<file path="src/rtl/bcd_pkg.sv">
// Shared constants, FSM state type and helpers for the sequential
// binary-to-BCD converter.
package bcd_pkg;

    localparam int unsigned DIGIT_W    = 4;
    localparam logic [3:0]  ADJ_THRESH = 4'd5;
    localparam logic [3:0]  ADJ_VAL    = 4'd3;

    typedef enum logic {
        IDLE  = 1'b0,
        SHIFT = 1'b1
    } state_t;

    // Ceiling log2, used to size the shift counter.
    function automatic int unsigned clog2(input int unsigned value);
        int unsigned result;
        int unsigned rem;
        result = 0;
        rem    = (value > 0) ? value - 1 : 0;
        while (rem > 0) begin
            result = result + 1;
            rem    = rem >> 1;
        end
        return result;
    endfunction

endpackage

</file>
<file path="src/rtl/bcd_digit_adj.sv">
// Double-dabble digit correction: adds 3 to a BCD digit that is 5 or more,
// so that the following left shift carries correctly into the next digit.
module bcd_digit_adj
    import bcd_pkg::*;
(
    input  logic [DIGIT_W-1:0] digit,
    output logic [DIGIT_W-1:0] adjusted
);

    // Conditional +3 correction.
    always_comb begin
        adjusted = digit;
        if (digit >= ADJ_THRESH) begin
            adjusted = digit + ADJ_VAL;
        end
    end

endmodule

</file>
<file path="src/rtl/bin2bcd_seq.sv">
// Iterative binary-to-BCD converter (shift-and-add-3), one input bit per
// clock, with start/busy/done handshake and overflow detection.
// Optional leading-zero blanking is enabled by defining BIN2BCD_BLANK_EN;
// otherwise blank_mask is tied low.
module bin2bcd_seq
    import bcd_pkg::*;
#(
    parameter int unsigned BIN_W  = 10,
    parameter int unsigned DIGITS = 4
) (
    input  logic                      clk,
    input  logic                      rst_n,
    input  logic                      start,
    input  logic [BIN_W-1:0]          bin_in,
    output logic                      busy,
    output logic                      done,
    output logic [DIGIT_W*DIGITS-1:0] bcd_out,
    output logic                      overflow,
    output logic [DIGITS-1:0]         blank_mask
);

    localparam int unsigned BCD_W = DIGIT_W * DIGITS;
    localparam int unsigned CNT_W = clog2(BIN_W + 1);
    localparam int unsigned SH_W  = BCD_W + BIN_W + 1;

    state_t             state;
    state_t             state_nxt;
    logic [BIN_W-1:0]   bin_sr;
    logic [BCD_W-1:0]   bcd_sr;
    logic [CNT_W-1:0]   count;
    logic               ovf_sticky;

    logic [BCD_W-1:0]   bcd_adj;
    logic [SH_W-1:0]    shifted;
    logic [BCD_W-1:0]   bcd_nxt;
    logic [BIN_W-1:0]   bin_nxt;
    logic               shift_out;
    logic               last_shift;

    // Per-digit +3 correction applied in parallel before each shift.
    for (genvar g = 0; g < DIGITS; g++) begin : g_adj
        bcd_digit_adj u_adj (
            .digit    (bcd_sr[g*DIGIT_W +: DIGIT_W]),
            .adjusted (bcd_adj[g*DIGIT_W +: DIGIT_W])
        );
    end

    // Shift the corrected {bcd, bin} pair left by one; the bit leaving the
    // top digit feeds overflow detection.
    always_comb begin
        shifted    = {bcd_adj, bin_sr, 1'b0};
        shift_out  = shifted[SH_W-1];
        bcd_nxt    = shifted[SH_W-2 -: BCD_W];
        bin_nxt    = shifted[BIN_W-1:0];
        last_shift = (count == CNT_W'(BIN_W - 1));
    end

    // State register.
    always_ff @(posedge clk or negedge rst_n) begin
        if (!rst_n) begin
            state <= IDLE;
        end else begin
            state <= state_nxt;
        end
    end

    // Next-state logic: accept start in IDLE, return after the last shift.
    always_comb begin
        state_nxt = state;
        case (state)
            IDLE:    if (start)      state_nxt = SHIFT;
            SHIFT:   if (last_shift) state_nxt = IDLE;
            default: state_nxt = IDLE;
        endcase
    end

    assign busy = (state == SHIFT);

    // Datapath: capture on accept, shift while busy, load results on completion.
    always_ff @(posedge clk or negedge rst_n) begin
        if (!rst_n) begin
            bin_sr     <= '0;
            bcd_sr     <= '0;
            count      <= '0;
            ovf_sticky <= 1'b0;
            bcd_out    <= '0;
            overflow   <= 1'b0;
            done       <= 1'b0;
        end else begin
            done <= 1'b0;
            case (state)
                IDLE: begin
                    if (start) begin
                        bin_sr     <= bin_in;
                        bcd_sr     <= '0;
                        count      <= '0;
                        ovf_sticky <= 1'b0;
                    end
                end
                SHIFT: begin
                    bin_sr     <= bin_nxt;
                    bcd_sr     <= bcd_nxt;
                    count      <= count + CNT_W'(1);
                    ovf_sticky <= ovf_sticky | shift_out;
                    if (last_shift) begin
                        bcd_out  <= bcd_nxt;
                        overflow <= ovf_sticky | shift_out;
                        done     <= 1'b1;
                    end
                end
                default: ;
            endcase
        end
    end

`ifdef BIN2BCD_BLANK_EN
    logic [DIGITS-1:0] blank_nxt;

    // Digit i (i>=1) is blanked when it and every digit above it are zero;
    // the units digit always shows.
    always_comb begin
        logic zero_above;
        blank_nxt  = '0;
        zero_above = 1'b1;
        for (int unsigned i = DIGITS - 1; i >= 1; i--) begin
            zero_above   = zero_above & (bcd_nxt[i*DIGIT_W +: DIGIT_W] == '0);
            blank_nxt[i] = zero_above;
        end
    end

    // Blank mask registered alongside bcd_out.
    always_ff @(posedge clk or negedge rst_n) begin
        if (!rst_n) begin
            blank_mask <= '0;
        end else if (state == SHIFT && last_shift) begin
            blank_mask <= blank_nxt;
        end
    end
`else
    assign blank_mask = '0;
`endif

endmodule

</file>
<file path="config.mk">
export PLATFORM = sky130hd
export DESIGN_NAME = bin2bcd_seq
export DESIGN_NICKNAME = d
export VERILOG_FILES = /design/src/rtl/bcd_pkg.sv /design/src/rtl/bcd_digit_adj.sv /design/src/rtl/bin2bcd_seq.sv
export SDC_FILE = /design/constraint.sdc
export NUM_CORES = 1
export LEC_CHECK = 0
export ABC_AREA = 1
export BUFFER_PORTS_ARGS = -buffer_cell sky130_fd_sc_hd__clkbuf_2
export CORE_UTILIZATION = 50
export DETAILED_ROUTE_END_ITERATION = 6
export GPL_ROUTABILITY_DRIVEN = 0
export HOLD_SLACK_MARGIN = 0.08
export PLACE_DENSITY = 0.77
export SLEW_MARGIN = 20
export SYNTH_ARGS = -nofsm -noshare
export SYNTH_HDL_FRONTEND = slang
export SYNTH_HIERARCHICAL = 1
export SYNTH_SLANG_ARGS = --single-unit
</file>
<file path="constraint.sdc">
create_clock -name clk -period 2.35 [get_ports clk]
set_clock_uncertainty 0.2 [all_clocks]
set_input_delay 0.47 -clock clk [delete_from_list [all_inputs] [get_ports clk]]
set_output_delay 0.47 -clock clk [all_outputs]
set_load 0.02 [all_outputs]
</file>
==> metrics.md, run 1 <==
| Metric | Value |
|---|---|
| Root buffer cell | clkbuf_8 |
| GRT Overall Usage | 20.6% |
| Largest net degree at the start of global routing | 51 |
| Power Internal | 2340 uW |
| Comb power frac | 49.9% |
| Max Fclk | 532 MHz |
| DRT Pass-1 Iters | 4 |
| Clock power frac | 13.9% |
| Worst-Margin Slew | 0.619 ns |
| Final Power | 4370 uW |
| Final Max Tran Viols | 0 |
| Maximum fanout along the worst path | 14 |
| Fin area | 2950 um^2 |
| Top-area cell type share of the netlist area | 47.8% |
| WHS | 0.164 ns |
| Synthesized area | 2620 um^2 |
| Top_reg_cell synth | dfrtp_1 |
| # IOs | 36 |
| Vias in the first global route | 1980 |
| Max_cap viols | 0 |
| Tightest Hold Check Type | input port to register |
| Area after DPL | 2830 um^2 |
| Hold Vio Cnt, Final | 0 |
| Fillcell total | 462 |
| Mapped Avg Cell Area | 7.90 um^2 |
| Final setup TNS | 0 ns |
| Ys Warns | 6 |
| Post-synth top cells | 148 x nand2_1, 50 x dfrtp_1, 30 x nand3_1 |
| Area grow syn2layout | 12.6% |
| Final-report setup violation count | 0 |
| CP Capture Type | output port |
| CTS tree | yes |
| Antenna viol nets, final | 0 |
| Initial antenna violation count | 0 |
| Crit path required time | 1.68 ns |
| Fin crit period | 1.88 ns |
| CP max-delay cell | dfrtp_1 |
| Total wire length | 5.02 mm |
| Via count | 2159 |
| Headroom to the max-slew limit | 58.7% |
| Via/cell ratio | 4.99 |
| Top delay family on crit path | flip-flops |
| Detailed placement HPWL | 3.37 mm |
| Yosys cell types | 22 |
| Die height | 74.3 um |
| Clk sinks | 50 |
| Sw Share | 46.5% |
| IO buf count | 31 |
| Drt wl/cell | 11.6 um |
| Post-synthesis cell count | 331 |
| Most frequent cell after synthesis | nand2_1 |
| Total CTS buffers | 5 |
| WP buf/inv | 1 |
| Post-synthesis async set-or-reset flop share | 100% |
| Nets | 388 |
| Top cells by area, synth | dfrtp_1 48%, nand2_1 21%, nand3_1 5.7% |
| Crit-path max cell delay | 0.63 ns |
| Switching Power | 2030 uW |
| 1st-iter DRT viols | 108 |
| Worst-case clock buffer depth | 2 |
| Crit path DAT | 1.21 ns |
| Peak VDD IR | 0.681 mV |
| LEAKAGE | 0.00161 uW |
| Fraction of the cycle the final worst path needs | 80.1% |
| PwrDens | 1480 nW/um^2 |
| Core area | 4880 um^2 |
| GR Overflow Total | 0 |
| Initial Util | 53.6% |
| Remaining DRCs | 0 |
| CP Class | register to output port |
| Post-CTS sizing | 0 |
| Fraction of layout cells with a size suffix above 1 | 19.7% |
| CP Launch Type | register |
| Worst R2R Setup Slack | 0.58 ns |
| Global-route wire length before repair | 8.61 mm |
| Die X | 74.3 um |
| Ant diodes | 0 |
| Status | complete, no violations |
| Post-synth top area cell | dfrtp_1 |
| Reg clk slew, reported paths | 0.09 ns |
| Post-synth EDFFs | 0 |
| Clock latency on the worst-skew pair | 0.31 ns |
| H-tree depth | 2 |
| RSZ-0062 raised after global routing | false |
| Crit-path cells | clkbuf_2 |
| Yosys reg bits | 50 |
| Die ar. | 5530 um^2 |
| Flop pwr share | 36.2% |
| Sequential element share of the synthesized area | 47.8% |
| # rows | 25 |
| Post-CTS Setup Inserts | 0 |
[final cells by class]
cell class	instances	area (um^2)	share of cell area [%]
sequential	50	1250	42.5
multi-input combinational	244	1200	40.6
timing repair buffer	37	203	6.88
inverter	27	101	3.44
tap	67	83.8	2.85
clock buffer	6	72.6	2.46
clock inverter	2	37.5	1.27
[per-stage QoR]
step / cells / util [%] / worst slack (ns)
global route: 433 / 60.4 / 0.373
finish: 433 / 60.4 / 0.469
global placement: 424 / 57.9 / 0.639
detailed placement: 424 / 57.9 / 0.606
floorplan: 334 / - / 0.725
CTS: 433 / 60.4 / 0.448
[logic make-up after synthesis]
family / synth area share [%]
adders and majority gates: 4.78
DFF: 47.8
and+or+nand+nor: 35.1
other: 0.143
AOI/OAI and AO/OA: 5.31
buffers and inverters: 6.89
[worst reg2reg max path, stage by stage (launching register included)]
cell and delay (ns):
dfrtp_1 0.44, inv_1 0.11, ha_1 0.23, nor2_4 0.07
nor2_4 0.15, a21oi_2 0.04, or2_2 0.31, nand3_1 0.08
nand2_1 0.06
[cell usage in the layout, fill, tap and decap left out]
master	netlist	final
nand2_1	148	148
dfrtp_1	50	50
clkbuf_2	0	31
nand3_1	30	30
inv_1	22	22
nor2_1	15	15
nor2_4	10	10
o21ai_0	10	10
ha_1	10	10
inv_2	5	5
clkbuf_8	0	5
buf_4	4	5
conb_1	1	4
nand2_2	4	4
o21ai_2	4	4
a21oi_2	4	4
nand2_4	1	1
o211ai_1	1	1
a21oi_1	1	1
o22ai_1	1	1
or2_2	1	1
clkbuf_1	2	1
clkinvlp_4	0	1
bufinv_16	0	1
dlygate4sd3_1	0	1
[path summary, 6_finish.rpt]
path | from | end | cells past startpoint
min in group asynchronous | rst_n | bcd_sr[14]$_DFFE_PN0P_ | 3
worst max-delay path | busy$_DFF_PN0_ | busy | 1
worst min register to register | bcd_out[13]$_DFFE_PN0P_ | bcd_out[13]$_DFFE_PN0P_ | 2
worst min-delay path | bin_in[8] | bin_sr[8]$_DFFE_PN0P_ | 3
worst max register to register | bcd_sr[12]$_DFFE_PN0P_ | overflow$_DFFE_PN0P_ | 8
max in group asynchronous | rst_n | bcd_sr[7]$_DFFE_PN0P_ | 3
[repair_timing]
item                                    4_1_cts  5_1_grt
endpoints found under the setup margin        0        0
hold buffers                                  1        0
hold endpoints to repair                     40        0
[flip-flops by register name, summed over array words and instances (netlist names)]
| signal | flops |
|---|---|
| bcd_sr | 16 |
| bcd_out | 16 |
| busy | 1 |
| overflow | 1 |
| count | 4 |
| bin_sr | 10 |
| done | 1 |
| ovf_sticky | 1 |
[power by group through the flow]
stage | clock network (uW) | logic [uW] | registers, uW
floorplan | 0 | 1580 | 1680
global placement | 0 | 2100 | 1590
detailed placement | 0 | 2170 | 1600
CTS | 627 | 2200 | 1580
global route | 663 | 2480 | 1640
finish | 607 | 2180 | 1580
[metal layers]
| metal | part of all wire (%) | track usage, % |
|---|---|---|
| met5 | 0 | 0 |
| met3 | 4.0 | 3.52 |
| met1 | 45 | 25.5 |
| met2 | 49 | 35.5 |
| met4 | 1.7 | 9.43 |
Note: power is estimated with default switching activity, not from simulation.
==> run 2: changes to the inputs <==
--- a/config.mk
+++ b/config.mk
@@ -5,7 +5,7 @@
 export SDC_FILE = /design/constraint.sdc
 export NUM_CORES = 1
 export LEC_CHECK = 0
-export ABC_AREA = 1
+export ABC_AREA = 0
 export BUFFER_PORTS_ARGS = -buffer_cell sky130_fd_sc_hd__clkbuf_2
 export CORE_UTILIZATION = 50
 export DETAILED_ROUTE_END_ITERATION = 6
==> constraint.sdc (replaced) <==
create_clock -name clk -period 1.95 [get_ports clk]
set_clock_uncertainty 0.2 [all_clocks]
set_input_delay 0.39 -clock clk [delete_from_list [all_inputs] [get_ports clk]]
set_output_delay 0.39 -clock clk [all_outputs]
set_load 0.02 [all_outputs]
==> run 2 against run 1 <==
Combinational power grew 6%. Cell count down 30%. Highest routed layer unchanged. Sequential power is 17% higher. Critical path type is now register to register.
==> metrics.md, run 2 <==
| Metric | Value |
|---|---|
| Post-synthesis async set-or-reset flop share | 100% |
| LEAKAGE | 0.00140 uW |
| Drt wl/cell | 13.2 um |
| Remaining DRCs | 0 |
| Fin area | 2740 um^2 |
| Die height | 71.8 um |
| CP max-delay cell | dfrtp_1 |
| Final Max Tran Viols | 0 |
| Via count | 1608 |
| Fin crit period | 1.82 ns |
| CP Launch Type | register |
| Post-CTS Setup Inserts | 0 |
| Tightest Hold Check Type | input port to register |
| Final-report setup violation count | 0 |
| Max_cap viols | 0 |
| Clock latency on the worst-skew pair | 0.30 ns |
| Crit-path cells | ha_1 -> nand2b_1 -> a21oi_2 -> mux2i_1 -> mux2_4 |
| # rows | 25 |
| DRT Pass-1 Iters | 4 |
| Inst Count DP | 296 |
| CP Class | register to register |
| CP Capture Type | register |
| GR Util met2 | 26.7% |
| Met3 Use GR | 3.66% |
| Ys Warns | 6 |
| Post-synth top cells | 50 x dfrtp_1, 28 x nand2_1, 17 x a22o_1 |
| Post-synth top area cell | dfrtp_1 |
| Top-area cell type share of the netlist area | 51.4% |
| 1st-iter DRT viols | 83 |
| Nets | 273 |
| Fraction of layout cells with a size suffix above 1 | 26.4% |
| Most frequent cells in the layout | 50 x dfrtp_1, 31 x clkbuf_2, 28 x nand2_1 |
| Max Fclk | 549 MHz |
| Maximum fanout along the worst path | 5 |
| Synthesized area | 2430 um^2 |
| Area after DPL | 2650 um^2 |
| Ant diodes | 0 |
| Clk sinks | 50 |
| IO buf count | 31 |
| Via/cell ratio | 5.29 |
| Largest net degree at the start of global routing | 51 |
| Top cells by area, synth | dfrtp_1 51%, mux2i_1 6.2%, a22o_1 6.1% |
| Hold Vio Cnt, Final | 0 |
| Yosys cell types | 26 |
| Fin cells | 304 |
| Multi-input gate area | 1060 um^2 |
| Post-synthesis cell count | 214 |
| Peak VDD IR | 0.956 mV |
| Worst-case clock buffer depth | 2 |
| Root buffer cell | clkbuf_8 |
| Initial Util | 51.9% |
| M1 GR Usage | 22.9% |
| WP buf/inv | 0 |
| GR Overflow Total | 0 |
| Vias in the first global route | 1557 |
| # IOs | 36 |
| CTS tree | yes |
| Mapped Avg Cell Area | 11.4 um^2 |
| Yosys reg bits | 50 |
| Area grow syn2layout | 12.4% |
| Post-synth EDFFs | 0 |
| Top_reg_cell synth | dfrtp_1 |
| Total wire length | 4.02 mm |
| Antenna viol nets, final | 0 |
| Sequential cell area | 1250 um^2 |
| Die ar. | 5150 um^2 |
| Reg clk slew, reported paths | 0.09 ns |
| Global-route wire length before repair | 6.83 mm |
| Final Power | 4720 uW |
| Top delay family on crit path | multiplexers |
| Sequential element share of the synthesized area | 51.4% |
| Initial antenna violation count | 0 |
| RSZ-0062 raised after global routing | false |
| Detailed placement HPWL | 2.75 mm |
| Fillcell total | 402 |
| Most frequent cell after synthesis | dfrtp_1 |
| Total CTS buffers | 5 |
| Fraction of the cycle the final worst path needs | 93.3% |
| PwrDens | 1730 nW/um^2 |
| Crit-path max cell delay | 0.43 ns |
| WHS | 0.134 ns |
| Most used routing layer | met2 |
| GRT Overall Usage | 17.3% |
| Die X | 71.8 um |
| Largest registers | bcd_out: 16 flops, bcd_sr: 16 flops, bin_sr: 10 flops |
| Core area | 4690 um^2 |
| H-tree depth | 2 |
| Post-CTS sizing | 0 |
| Final setup TNS | 0 ns |
| Crit path required time | 1.99 ns |
| Crit path DAT | 1.86 ns |
| Most common cell after layout, fill and taps aside | dfrtp_1 |
| Status | complete, no violations |
==> run 2: cell count changes in the layout (fill, tap and decap cells not counted), moves of 5 or more <==
| cell | before | now |
|---|---|---|
| mux2_2 | 0 | 9 |
| mux2i_1 | 0 | 15 |
| xnor2_1 | 0 | 5 |
| nand3_1 | 30 | 1 |
| a22o_1 | 0 | 17 |
| inv_2 | 5 | 0 |
| nand2b_1 | 0 | 10 |
| inv_1 | 22 | 11 |
| nor2_4 | 10 | 0 |
| mux2_4 | 0 | 7 |
| nor2_1 | 15 | 8 |
| nand2_1 | 148 | 28 |
| o21ai_0 | 10 | 15 |
==> run 2: cell families after synthesis <==
logic type,after synthesis,synth area share (%)
adder cells (fa/ha/maj),10,5.14
other,1,0.154
AO/OA/AOI/OAI,42,12.0
XOR/XNOR,6,2.16
flip-flops,50,51.4
AND/OR/NAND/NOR,49,8.95
multiplexers,31,14.7
buffers and inverters,25,5.55
==> run 2: area by class of cell <==
class                           instances  share of cell area (%)
Clock inverter                          1                   0.274
Clock buffer                            6                    2.65
Tap cell                               54                    2.47
Multi-Input combinational cell        142                    38.7
Sequential cell                        50                    45.7
Timing Repair Buffer                   40                    8.69
Inverter                               11                    1.51
==> run 2: metal layers <==
layer  up-vias  routed length [um]
li1        795                   -
met1       777                2010
met2        29                1800
met3         7                 126
met4         0                  79
met5         -                   0
==> run 2: report_power, final <==
part	internal, uW	switching, uW	total (uW)
Sequential	1500	353	1850
Clock	247	325	571
Combinational	1120	1180	2300
==> run 2: final timing paths <==
kind / startpoint / cells past startpoint / end / slack, ns
max: bcd_sr[12]$_DFFE_PN0P_ / 5 / bcd_out[14]$_DFFE_PN0P_ / 0.13
min reg2reg: bin_sr[8]$_DFFE_PN0P_ / 2 / bin_sr[9]$_DFFE_PN0P_ / 0.29
min: bin_in[0] / 3 / bin_sr[0]$_DFFE_PN0P_ / 0.13
max reg2reg: bcd_sr[12]$_DFFE_PN0P_ / 5 / bcd_out[14]$_DFFE_PN0P_ / 0.13
min in group asynchronous: rst_n / 3 / bcd_out[11]$_DFFE_PN0P_ / 0.40
max in group asynchronous: rst_n / 3 / bcd_sr[2]$_DFFE_PN0P_ / 0.92
==> run 2: repair_timing <==
action | CTS | global route
endpoints found under the hold margin | 50 | 0
hold buffers | 1 | 0
endpoints found under the setup margin | 0 | 0
==> run 2: stage by stage <==
step,setup slack (ns),util [%]
2_1_floorplan,0.329,-
3_3_place_gp,0.258,56.4
3_5_place_dp,0.197,56.4
4_1_cts,0.159,58.3
5_1_grt,0.0469,58.3
6_report,0.130,58.3
==> run 2: tightest hold or removal path: stages <==
cell and delay [ns]:
clkbuf_2 0.07, mux2i_1 0.06, nor2_1 0.08
